**config.mk**
```make
export PLATFORM = sky130hd
export DESIGN_NAME = ps2_dir_decoder
export DESIGN_NICKNAME = d
export VERILOG_FILES = /design/src/rtl/pacman_input_pkg.sv /design/src/rtl/ps2_prefix_fsm.sv /design/src/rtl/ps2_dir_decoder.sv
export SDC_FILE = /design/constraint.sdc
export NUM_CORES = 1
export LEC_CHECK = 0
export CAP_MARGIN = 40
export CORE_MARGIN = 3
export CORE_UTILIZATION = 42
export DETAILED_ROUTE_END_ITERATION = 7
export REMOVE_ABC_BUFFERS = 1
export SLEW_MARGIN = 20
export SYNTH_ARGS = -nofsm -noshare
export SYNTH_HDL_FRONTEND = slang
export SYNTH_SLANG_ARGS = --single-unit
```
**constraint.sdc**
```tcl
create_clock -name clock -period 2.5 [get_ports clock]
set_clock_uncertainty 0.1 [all_clocks]
set_input_delay 0.5 -clock clock [delete_from_list [all_inputs] [get_ports clock]]
set_output_delay 0.5 -clock clock [all_outputs]
set_load 0.01 [all_outputs]
```
**src/rtl/pacman_input_pkg.sv**
```systemverilog
// Shared types and constants for the Pacman PS/2 direction decoder.
// Build with PS2_DIR_WASD_EN defined to also map W/A/S/D onto the direction codes.
package pacman_input_pkg;

  localparam int CNT_W = 16;

  localparam logic [1:0] DIR_UP    = 2'd0;
  localparam logic [1:0] DIR_DOWN  = 2'd1;
  localparam logic [1:0] DIR_LEFT  = 2'd2;
  localparam logic [1:0] DIR_RIGHT = 2'd3;

  localparam logic [7:0] SC_EXT   = 8'hE0;
  localparam logic [7:0] SC_BRK   = 8'hF0;
  localparam logic [7:0] SC_UP    = 8'h75;
  localparam logic [7:0] SC_DOWN  = 8'h72;
  localparam logic [7:0] SC_LEFT  = 8'h6B;
  localparam logic [7:0] SC_RIGHT = 8'h74;
  localparam logic [7:0] SC_W     = 8'h1D;
  localparam logic [7:0] SC_S     = 8'h1B;
  localparam logic [7:0] SC_A     = 8'h1C;
  localparam logic [7:0] SC_D     = 8'h23;
  localparam logic [7:0] SC_P     = 8'h4D;

  typedef enum logic [1:0] {
    ST_IDLE,
    ST_EXT,
    ST_BRK,
    ST_EXT_BRK
  } prefix_state_e;

  // One decoded key: the final code byte plus the prefixes that preceded it.
  typedef struct packed {
    logic       valid;
    logic [7:0] code;
    logic       ext;
    logic       brk;
  } key_event_t;

  typedef struct packed {
    logic       hit;
    logic [1:0] dir;
  } dir_lookup_t;

  function automatic dir_lookup_t decode_dir(input logic [7:0] code, input logic ext);
    dir_lookup_t r;
    r = '{hit: 1'b0, dir: DIR_LEFT};
    if (ext) begin
      case (code)
        SC_UP:    r = '{hit: 1'b1, dir: DIR_UP};
        SC_DOWN:  r = '{hit: 1'b1, dir: DIR_DOWN};
        SC_LEFT:  r = '{hit: 1'b1, dir: DIR_LEFT};
        SC_RIGHT: r = '{hit: 1'b1, dir: DIR_RIGHT};
        default:  r = '{hit: 1'b0, dir: DIR_LEFT};
      endcase
    end
`ifdef PS2_DIR_WASD_EN
    else begin
      case (code)
        SC_W:    r = '{hit: 1'b1, dir: DIR_UP};
        SC_S:    r = '{hit: 1'b1, dir: DIR_DOWN};
        SC_A:    r = '{hit: 1'b1, dir: DIR_LEFT};
        SC_D:    r = '{hit: 1'b1, dir: DIR_RIGHT};
        default: r = '{hit: 1'b0, dir: DIR_LEFT};
      endcase
    end
`endif
    return r;
  endfunction

endpackage

```
**src/rtl/ps2_prefix_fsm.sv**
```systemverilog
// Tracks E0/F0 prefixes with an idle timeout and emits one combinational key
// event per non-prefix byte, tagged with the prefixes seen before it.
module ps2_prefix_fsm
  import pacman_input_pkg::*;
#(
  parameter int unsigned PREFIX_TIMEOUT = 50000
) (
  input  logic       clock,
  input  logic       resetn,
  input  logic       ps2_key_pressed,
  input  logic [7:0] ps2_key_data,
  output key_event_t evt
);

  localparam bit               TIMEOUT_EN = (PREFIX_TIMEOUT != 0);
  localparam logic [CNT_W-1:0] LIMIT      = TIMEOUT_EN ? CNT_W'(PREFIX_TIMEOUT - 1) : '0;

  prefix_state_e    state_q, state_d;
  logic [CNT_W-1:0] count_q, count_d;

  // NOTE: state is updated with non-blocking assignments so every flop samples
  // the values from before the edge, independent of statement order.
  always_ff @(posedge clock or negedge resetn) begin
    if (!resetn) begin
      state_q <= ST_IDLE;
      count_q <= '0;
    end else begin
      state_q <= state_d;
      count_q <= count_d;
    end
  end

  // NOTE: every combinational output gets a default first so no path leaves
  // it unassigned and a latch cannot be inferred.
  always_comb begin
    state_d = state_q;
    count_d = count_q;
    if (ps2_key_pressed) begin
      // A strobe wins over an expiring timeout: the byte sees the current state.
      count_d = '0;
      case (state_q)
        ST_IDLE: begin
          if (ps2_key_data == SC_EXT)      state_d = ST_EXT;
          else if (ps2_key_data == SC_BRK) state_d = ST_BRK;
        end
        ST_EXT: begin
          if (ps2_key_data == SC_BRK)      state_d = ST_EXT_BRK;
          else if (ps2_key_data != SC_EXT) state_d = ST_IDLE;
        end
        ST_BRK: begin
          if (ps2_key_data != SC_BRK)      state_d = ST_IDLE;
        end
        default:                           state_d = ST_IDLE;
      endcase
    end else if (state_q != ST_IDLE) begin
      if (TIMEOUT_EN && count_q == LIMIT) begin
        state_d = ST_IDLE;
        count_d = '0;
      end else begin
        count_d = count_q + 1'b1;
      end
    end
  end

  always_comb begin
    logic consumed;
    consumed = 1'b0;
    case (state_q)
      ST_IDLE, ST_EXT: consumed = (ps2_key_data == SC_EXT) || (ps2_key_data == SC_BRK);
      ST_BRK:          consumed = (ps2_key_data == SC_BRK);
      default:         consumed = 1'b0;
    endcase
    evt       = '0;
    evt.valid = ps2_key_pressed && !consumed;
    evt.code  = ps2_key_data;
    evt.ext   = (state_q == ST_EXT) || (state_q == ST_EXT_BRK);
    evt.brk   = (state_q == ST_BRK) || (state_q == ST_EXT_BRK);
  end

endmodule

```
**src/rtl/ps2_dir_decoder.sv**
```systemverilog
// Maps PS/2 set-2 arrow (and, with PS2_DIR_WASD_EN, WASD) keys onto a latched
// Pacman direction, held-key bitmap and P-key pause toggle; all outputs registered.
module ps2_dir_decoder
  import pacman_input_pkg::*;
#(
  parameter int unsigned PREFIX_TIMEOUT = 50000
) (
  input  logic       clock,
  input  logic       resetn,
  input  logic       ps2_key_pressed,
  input  logic [7:0] ps2_key_data,
  output logic [1:0] dir,
  output logic       dir_valid,
  output logic       dir_change,
  output logic [3:0] key_down,
  output logic       pause
);

  key_event_t  evt;
  dir_lookup_t lookup;

  logic [1:0] dir_q, dir_d;
  logic       dir_valid_q, dir_valid_d;
  logic       dir_change_q, dir_change_d;
  logic [3:0] key_down_q, key_down_d;
  logic       pause_q, pause_d;

  ps2_prefix_fsm #(
    .PREFIX_TIMEOUT (PREFIX_TIMEOUT)
  ) u_prefix_fsm (
    .clock           (clock),
    .resetn          (resetn),
    .ps2_key_pressed (ps2_key_pressed),
    .ps2_key_data    (ps2_key_data),
    .evt             (evt)
  );

  assign lookup = decode_dir(evt.code, evt.ext);

  always_comb begin
    dir_d        = dir_q;
    dir_valid_d  = dir_valid_q;
    dir_change_d = 1'b0;
    key_down_d   = key_down_q;
    pause_d      = pause_q;
    if (evt.valid) begin
      if (lookup.hit) begin
        if (evt.brk) begin
          key_down_d[lookup.dir] = 1'b0;
        end else begin
          // A typematic repeat of the current direction does not pulse.
          key_down_d[lookup.dir] = 1'b1;
          dir_change_d           = !dir_valid_q || (lookup.dir != dir_q);
          dir_d                  = lookup.dir;
          dir_valid_d            = 1'b1;
        end
      end else if (!evt.ext && !evt.brk && evt.code == SC_P) begin
        pause_d = !pause_q;
      end
    end
  end

  always_ff @(posedge clock or negedge resetn) begin
    if (!resetn) begin
      dir_q        <= DIR_LEFT;
      dir_valid_q  <= 1'b0;
      dir_change_q <= 1'b0;
      key_down_q   <= '0;
      pause_q      <= 1'b0;
    end else begin
      dir_q        <= dir_d;
      dir_valid_q  <= dir_valid_d;
      dir_change_q <= dir_change_d;
      key_down_q   <= key_down_d;
      pause_q      <= pause_d;
    end
  end

  assign dir        = dir_q;
  assign dir_valid  = dir_valid_q;
  assign dir_change = dir_change_q;
  assign key_down   = key_down_q;
  assign pause      = pause_q;

endmodule

```
Word-level counts from Yosys, hierarchy flattened

Cells that the tools add are included.

Add/sub/neg operators: 1
Bitwise operators: 5
Mux-type cells: 21
Eq/ne operators: 17
Reduce and logical (&&, ||, !) cells: 22
Order comparisons: 2

Operators by type and width:

| cell                                                       | count |
|---|---|
| 2-to-1 mux 16 bit                                          | 3 |
| equality test 8 x 7 -> 1 bit, second input constant        | 5 |
| adder 16 x 1 -> 16 bit, second input constant              | 1 |
| equality test 16 bit, second input constant                | 1 |
| equality test 8 bit, second input constant                 | 2 |
| 2-to-1 mux 2 bit                                           | 8 |
| != test 8 bit, second input constant                       | 2 |
| case mux 3 bit (4 select lines)                            | 1 |
| != test 4 x 2 -> 1 bit, second input constant              | 2 |
| case mux 2 bit (3 select lines)                            | 1 |
| AND reduction 3 bit                                        | 2 |
| nonzero test 2 bit                                         | 3 |
| logical NOT 1 bit                                          | 5 |
| AND reduction 5 bit                                        | 1 |
| bitwise AND 4 bit                                          | 1 |
| equality test 2 bit, second input constant                 | 2 |
| logical AND 1 bit                                          | 4 |
| logical OR 1 bit                                           | 4 |
| 2-to-1 mux 1 bit                                           | 4 |
| 2-to-1 mux 4 bit                                           | 1 |
| inverter 4 bit                                             | 1 |
| OR 4 bit                                                   | 1 |
| less-than comparator 2 x 3 -> 1 bit, second input constant | 1 |
| 2-to-1 mux 3 bit                                           | 1 |
| 10 further kinds                                           | 11 |

Register bits: 27
Logic and storage cells: 75
Bits of input ports: 11

Depth between registers and ports, before layout

Gate-level depths: netlist of run 1.

Depth after elaboration: 10
Mapped depth: 6
Depth with buffers taken out: 5

Cells and area by module

A second synthesis of run 1 with hierarchy kept.

Cell total of the unflattened synthesis: 169
Area total of the unflattened synthesis: 1,626.6 um^2

By module, submodules not included:

| module          | instances | area each (um^2) | cells an instance | seq. area each (um^2) |
|---|---|---|---|---|
| ps2_prefix_fsm  | 1         | 1,044.8          | 118               | 450.4 |
| ps2_dir_decoder | 1         | 581.8            | 51                | 226.5 |

Worst setup path before layout of run 1

No wires, ideal clock.

Path kind: input to register
From: input port ps2_key_pressed
To: register u_prefix_fsm.count_q[15]
Data arrival time: 1.797 ns
Path slack: 0.528 ns
Path buffers: 2
Stages: 6
Required time: 2.325 ns
Path through: buf_6 -> nor3_4 -> or3_1 -> buf_2 -> or4_4 -> a21oi_2

Cells in the longest elaborated chain, start to end: 1

RTL lines:

| element                                                 | RTL line              | source |
|---|---|---|
| start, declared                                         | ps2_dir_decoder.sv:10 | `input logic ps2_key_pressed,` |
| 2-to-1 mux 16 bit or nonzero test 2 bit (tied branches) | --                    |  |
| end signal, assigned                                    | ps2_prefix_fsm.sv:29  | `count_q <= count_d;` |
| end, declared                                           | ps2_prefix_fsm.sv:19  | `logic [CNT_W-1:0] count_q, count_d;` |

Parallel ways exist; a longest one is shown, timed or not.
A chain may end at the register's enable or synchronous reset.

Final worst setup path of run 1

From: input port ps2_key_data[5]
To: register dir_q[0], in the netlist dir[0]

Cells in the longest elaborated chain, start to end: 6

RTL lines:

| element                                       | RTL line                                   | source |
|---|---|---|
| start, declared                               | ps2_dir_decoder.sv:11                      | `input logic [7:0] ps2_key_data,` |
| equality test 8 bit, on equally long branches | ps2_prefix_fsm.sv:69, ps2_prefix_fsm.sv:70 |  |
| logical OR 1 bit                              | ps2_prefix_fsm.sv:69                       | `ST_IDLE, ST_EXT: consumed = (ps2_key_data == SC_EXT) \|\| (ps2_key_data == SC_BRK);` |
| case mux 1 bit (2 select lines)               | ps2_prefix_fsm.sv:68                       | `case (state_q)` |
| logical NOT 1 bit                             | ps2_prefix_fsm.sv:74                       | `evt.valid = ps2_key_pressed && !consumed;` |
| logical AND 1 bit                             | ps2_prefix_fsm.sv:74                       |  |
| AND reduction 3 bit (no source line)          | --                                         |  |
| end signal, assigned                          | ps2_dir_decoder.sv:71                      | `dir_q <= dir_d;` |
| end, declared                                 | ps2_dir_decoder.sv:22                      | `logic [1:0] dir_q, dir_d;` |

Parallel ways exist; a longest one is shown, timed or not.

==> results.md, run 1 <==
- Netlist Area Pre-Place: around 0.0015 mm^2
- Post-Synth XOR/XNOR Area: under 10%
- DRC violation count after routing: 0
- Worst-Margin Slew: 0.438 ns
- Worst hold slack: around 0.38 ns
- IO buf count: 19
- Antenna Cells: 0
- Vias: 1373
- GRT Overall Usage: around 17%
- Maxcap violations: 0
- Most frequent cells in the layout: 26 x dfrtp_1, 20 x nand2_1, 19 x clkdlybuf4s50_1, 13 x nor2_1, 11 x buf_4
- Leak pwr: 0.813 nW
- Outcome: finished clean
- Part of the Yosys area used for sequential elements: 43.8%
- First-pass GRT wire length: 6.00 mm
- Nets: around 200
- IO Pins: 20
- Post-CTS Setup Repair Bufs: 0
- Die Ht: 66.7 um
- Area share of fa/ha/maj cells after synthesis: 0.809%
- Syn Area/Cell: 9.49 um^2
- Share of cells above drive strength 1: 12.5%
- Main flop type after synthesis: dfrtp_1
- Syn. warnings: 0
- Die Width: 66.7 um
- Initial Util: ~45%
- Fmax achieved: 465 MHz
- Full die area: 0.00445 mm^2
- Detailed-placement wirelength estimate: 2.56 mm
- Post-route ant nets: 0
- Number of DRC markers in iteration 0: ~50
- Post-Synth Simple-Gate Area: 30.8%
- Largest family of logic cells by synthesized area: simple AND/OR/NAND/NOR gates
- Crit Path Class: in -> reg
- Final worst-path cycle share: 86.1%
- P&R area growth vs syn: 22.4%
- Pwr dens: 416 mW/mm^2
- Worst-path clk slew: approximately 0.09 ns
- Synthesized flop and latch total: 27
- Multiplexer share of the synthesized area: under 10%
- CTS buffer count: 3
- Largest fanout on the critical path: 4
- Clk_lat worst skew: 0.27 ns
- Critical Path End Type: flip-flop
- Compound-Gate Fraction of Synth Area: between 10% and 20%
- Wire per inst: approximately 14 um
- Largest net degree at the start of global routing: 28
- Clock sink total: 27
- Final Power: 0.000788 W
- Number of vias per cell: roughly 5.8
- CP Launch Type: input pin
- Post-synth EDFFs: 0
- Cts-stage hold buffer count: 0
- VDD IR max: 204 uV
- Post-cts resize count: 0
- First-pass DRT Iterations: 4
- Worst slew margin: 70.4%
- Worst Path Required: between 2 and 3 ns
- CTS Buffer Depth: 2
- Initial antenna violation count: 0
- Placer Congestion: slightly below 0.9
- RSZ-0062 raised after global routing: no
- Detailed Route WL: 3.40 mm
- Core Area: roughly 0.0034 mm^2
- Clock root cell: clkbuf_8
- Async SR Flop Fraction: 100%
- Netlist cell types: 50
- Final setup TNS: 0 ns
- Vias in the first global route: 1367
- Worst hold path type: reg -> reg
- CTS H-tree depth: 1
- Max Slew Vio Count: 0
- Final hold violations: 0
- GRT overflow: 0
- TritonCTS clock tree: done
- Arrival @ worst endpoint: roughly 2.2 ns
- Setup violators final: 0
- Commonest non-fill, non-tap cell in the layout: dfrtp_1
- Row count: 21
- Mapped Cells: 163
- Final min period: ~2.2 ns
==> path summary, 6_finish.rpt <==
kind | from | to | slack [ns] | cells past startpoint
max in group asynchronous | resetn | dir[1] | 1.50 | 2
max | ps2_key_data[5] | dir[0] | 0.35 | 5
min in group asynchronous | resetn | u_prefix_fsm.count_q[14] | 0.49 | 2
max reg2reg | u_prefix_fsm.count_q[13] | u_prefix_fsm.count_q[3] | 0.59 | 5
min | pause | pause | 0.38 | 1
min reg2reg | pause | pause | 0.38 | 1
==> kinds of logic (layout without fill, tap and decap cells) <==
| family | after synthesis | count (layout) |
|---|---|---|
| buf+inv | 9 | 38 |
| flops | 27 | 27 |
| compound gates | 30 | 30 |
| fa+ha+maj | 1 | 1 |
| simple gates | 83 | 83 |
| mux | 5 | 5 |
| xor+xnor | 8 | 8 |
==> through the flow <==
step | cells | utilization (%) | setup WS [ns] | instance area, um^2
after floorplan | 158 | - | 0.567 | 1520
after global placement | 234 | 53.7 | 0.115 | 1850
after detailed placement | 234 | 53.7 | 0.0848 | 1850
after CTS | 238 | 55.0 | 0.368 | 1890
after global routing | 238 | 55.0 | 0.268 | 1890
final | 238 | 55.0 | 0.348 | 1890
==> report_power, final <==
group / leakage, nW / switching (W) / internal [W]
Clock: 0.0228 / 0.000134 / 0.000114
Combinational: 0.435 / 0.0000446 / 0.0000413
Sequential: 0.355 / 0.00000914 / 0.000445
Total: 0.813 / 0.000187 / 0.000601
==> metal layers <==
layer	GRT usage, %	up-vias	wire (um)
li1	-	668	-
met1	19.8	647	1420
met2	32.3	56	1780
met3	3.88	2	166
met4	4.06	0	25
met5	0	-	0
==> worst max-delay path: stages <==
cell	delay (ns)
clkdlybuf4s50_1	0.52
nand2_1	0.08
nor4b_1	0.43
a221o_1	0.32
mux2_2	0.36
==> cells in the mapped netlist (all sizes together), types with 4 or more instances <==
cell   number  area share (%)
xnor2       6             3.4
nand2      20             4.9
a21oi       5             1.9
inv         4            0.97
and3        4             1.6
o31ai       4             1.9
nand4       7             2.8
or3         4             1.6
nor4        4             1.6
dfrtp      26              42
nor2       14             3.6
nand3       6             1.9
o21ai       7             2.3
==> final cells by class <==
type / instances / area [um^2]
multi-input combinational: 127 / 826
inverter: 4 / 15.0
tap: 46 / 57.6
timing repair buffer: 30 / 273
sequential: 27 / 677
clock buffer: 4 / 45.0
fill: 311 / 1550
Power figures use the tool's default switching activity.
==> run 2: changes to the inputs <==
--- a/config.mk
+++ b/config.mk
@@ -8,6 +8,7 @@
 export CAP_MARGIN = 40
 export CORE_MARGIN = 3
 export CORE_UTILIZATION = 42
+export CTS_BUF_LIST = sky130_fd_sc_hd__clkbuf_4 sky130_fd_sc_hd__clkbuf_8
 export DETAILED_ROUTE_END_ITERATION = 7
 export REMOVE_ABC_BUFFERS = 1
 export SLEW_MARGIN = 20
==> run 2 against run 1 <==
  * Final cell count did not move
  * Critical path depth unchanged
  * Design area is 0.20% higher
  * Wire length decreased by 1.1%
  * Critical path type unchanged
  * Clock power increased by 4%
  * Largest power group unchanged
  * Sequential share of layout area is 0.071 points lower
  * Die area stayed put
  * Combinational power about the same
==> results.md, run 2 (synthesized netlist as in run 1, its figures left out) <==
- Initial Util: 44.9% (unchanged)
- Worst Path Required: 2.56 ns (about the same)
- Pwr dens: 421 mW/mm^2 (+1.1%)
- Post-cts resize count: 0 (unchanged)
- Clk_lat worst skew: 0.27 ns (about the same)
- Top routing layer used: met4
- Outcome: finished clean
- First-pass GRT wire length: 6.00 mm (-0.12%)
- Cts-stage hold buffer count: 0 (unchanged)
- IO Pins: 20 (unchanged)
- Clock root cell: clkbuf_8
- Full die area: 0.00445 mm^2 (unchanged)
- WL met3: 124 um (-25%)
- Hold path depth: 1 (unchanged)
- Share of cells above drive strength 1: 13.0% (+0.52 points)
- Worst slew margin: 69.8% (-0.63 points)
- Dpl cells: 234 (unchanged)
- Finished Cell Area: 0.00190 mm^2 (+0.20%)
- P&R area growth vs syn: 22.7%
- RSZ-0062 raised after global routing: no
- GRT overflow: 0 (unchanged)
- Fmax achieved: 461 MHz (-0.75%)
- Commonest non-fill, non-tap cell in the layout: dfrtp_1
- First-pass DRT Iterations: 7 (+3)
- CTS H-tree depth: 1 (unchanged)
- IO buf count: 19 (unchanged)
- Maxcap violations: 0 (unchanged)
- Arrival @ worst endpoint: 2.23 ns (+0.02 ns)
- Number of vias per cell: 5.59 (-3.1%)
- Met2 routed WL: 1.76 mm (-1.0%)
- Setup WS post-layout: 0.332 ns (-0.0162 ns)
- Filler cell count: 312 (+0.32%)
- CP Launch Type: input pin
- Die Ht: 66.7 um (unchanged)
- Row count: 21 (unchanged)
- Met1 WL: 1.45 mm (+1.6%)
- Final Core Density: 55.1% (+0.11 points)
- Nets: 205 (unchanged)
- CTS Buffer Depth: 2 (unchanged)
- Worst-Margin Slew: 0.447 ns (+0.00925 ns)
- Detailed Route WL: 3.36 mm (-1.1%)
- Filler-free cell count of the finished design: 238 (unchanged)
- Initial antenna violation count: 0 (unchanged)
- Die Width: 66.7 um (unchanged)
- Worst-path clk slew: 0.09 ns (about the same)
- Final worst-path cycle share: 86.7% (+0.65 points)
- Placer Congestion: 0.891 (unchanged)
- Worst hold path type: reg -> reg
- Area of placed instances: 0.00185 mm^2 (unchanged)
- Antenna Cells: 0 (unchanged)
- Reg2Reg Depth: 5 (unchanged)
- Critical Path End Type: flip-flop
- Vias: 1331 (-3.1%)
- Most frequent cells in the layout: 26 x dfrtp_1, 20 x nand2_1, 19 x clkdlybuf4s50_1, 13 x nor2_1, 11 x buf_4
- Pre-CTS setup slack: 0.0848 ns (unchanged)
- CTS buffer count: 3 (unchanged)
- Wire per inst: 14.1 um (-1.1%)
- Clock sink total: 27 (unchanged)
- GRT Overall Usage: 17.3% (-0.036 points)
- Final hold violations: 0 (unchanged)
- Final min period: 2.17 ns (+0.0162 ns)
- Vias in the first global route: 1366 (-0.073%)
- Core Area: 0.00344 mm^2 (unchanged)
- Setup violators final: 0 (unchanged)
- Detailed-placement wirelength estimate: 2.56 mm (unchanged)
- Leak pwr: 0.816 nW (+0.42%)
- Number of DRC markers in iteration 0: 56 (+9.8%)
- Largest net degree at the start of global routing: 28 (unchanged)
- Largest fanout on the critical path: 4 (unchanged)
- TritonCTS clock tree: done
- Crit Path Class: in -> reg
- Max Slew Vio Count: 0 (unchanged)
- Post-CTS Setup Repair Bufs: 0 (unchanged)
- VDD IR max: 204 uV (about the same)
- DRC violation count after routing: 0 (unchanged)
- Final setup TNS: 0 ns (unchanged)
- Post-route ant nets: 0 (unchanged)
==> run 2: cell count changes in the layout (fill, tap and decap cells not counted) <==
| cell | previous run | this run |
|---|---|---|
| clkbuf_1 | 1 | 0 |
| clkbuf_4 | 0 | 1 |
==> run 2: final cells by class <==
cell class / count / area [um^2] / share of cell area, %
Clock buffer: 4 / 48.8 / 2.57
Inverter: 4 / 15.0 / 0.792
Multi-Input combinational cell: 127 / 826 / 43.5
Sequential cell: 27 / 677 / 35.7
Tap cell: 46 / 57.6 / 3.03
Timing Repair Buffer: 30 / 273 / 14.4
==> run 2: worst paths after layout <==
kind / start / to / slack (ns)
max: ps2_key_data[5] / dir[0] / 0.33
min: pause / pause / 0.38
max reg2reg: u_prefix_fsm.count_q[13] / u_prefix_fsm.count_q[3] / 0.59
min reg2reg: pause / pause / 0.38
max in group asynchronous: resetn / dir[1] / 1.51
min in group asynchronous: resetn / u_prefix_fsm.count_q[14] / 0.49
==> run 2: power by group <==
group / internal [W] / leakage (nW) / switching (W)
clock network: 0.000125 / 0.0262 / 0.000133
registers: 0.000445 / 0.355 / 0.00000916
logic: 0.0000413 / 0.435 / 0.0000443
total: 0.000612 / 0.816 / 0.000187
==> run 2: metrics by stage <==
| stage | power (W) | hold slack, ns |
|---|---|---|
| 3_5_place_dp | 0.000550 | 0.373 |
| 2_1_floorplan | 0.000496 | 0.104 |
| 6_report | 0.000799 | 0.381 |
| 4_1_cts | 0.000812 | 0.391 |
| 5_1_grt | 0.000841 | 0.412 |
| 3_3_place_gp | 0.000547 | 0.364 |
==> run 2: worst max-delay path: stages <==
cell	delay, ns
clkdlybuf4s50_1	0.52
nand2_1	0.08
nor4b_1	0.44
a221o_1	0.33
mux2_2	0.36
==> run 2: per-layer routing <==
layer,global-route usage (%),up-vias
met1,19.8,635
met2,32.2,26
met5,0,-
li1,-,668
met4,4.06,0
met3,3.88,2
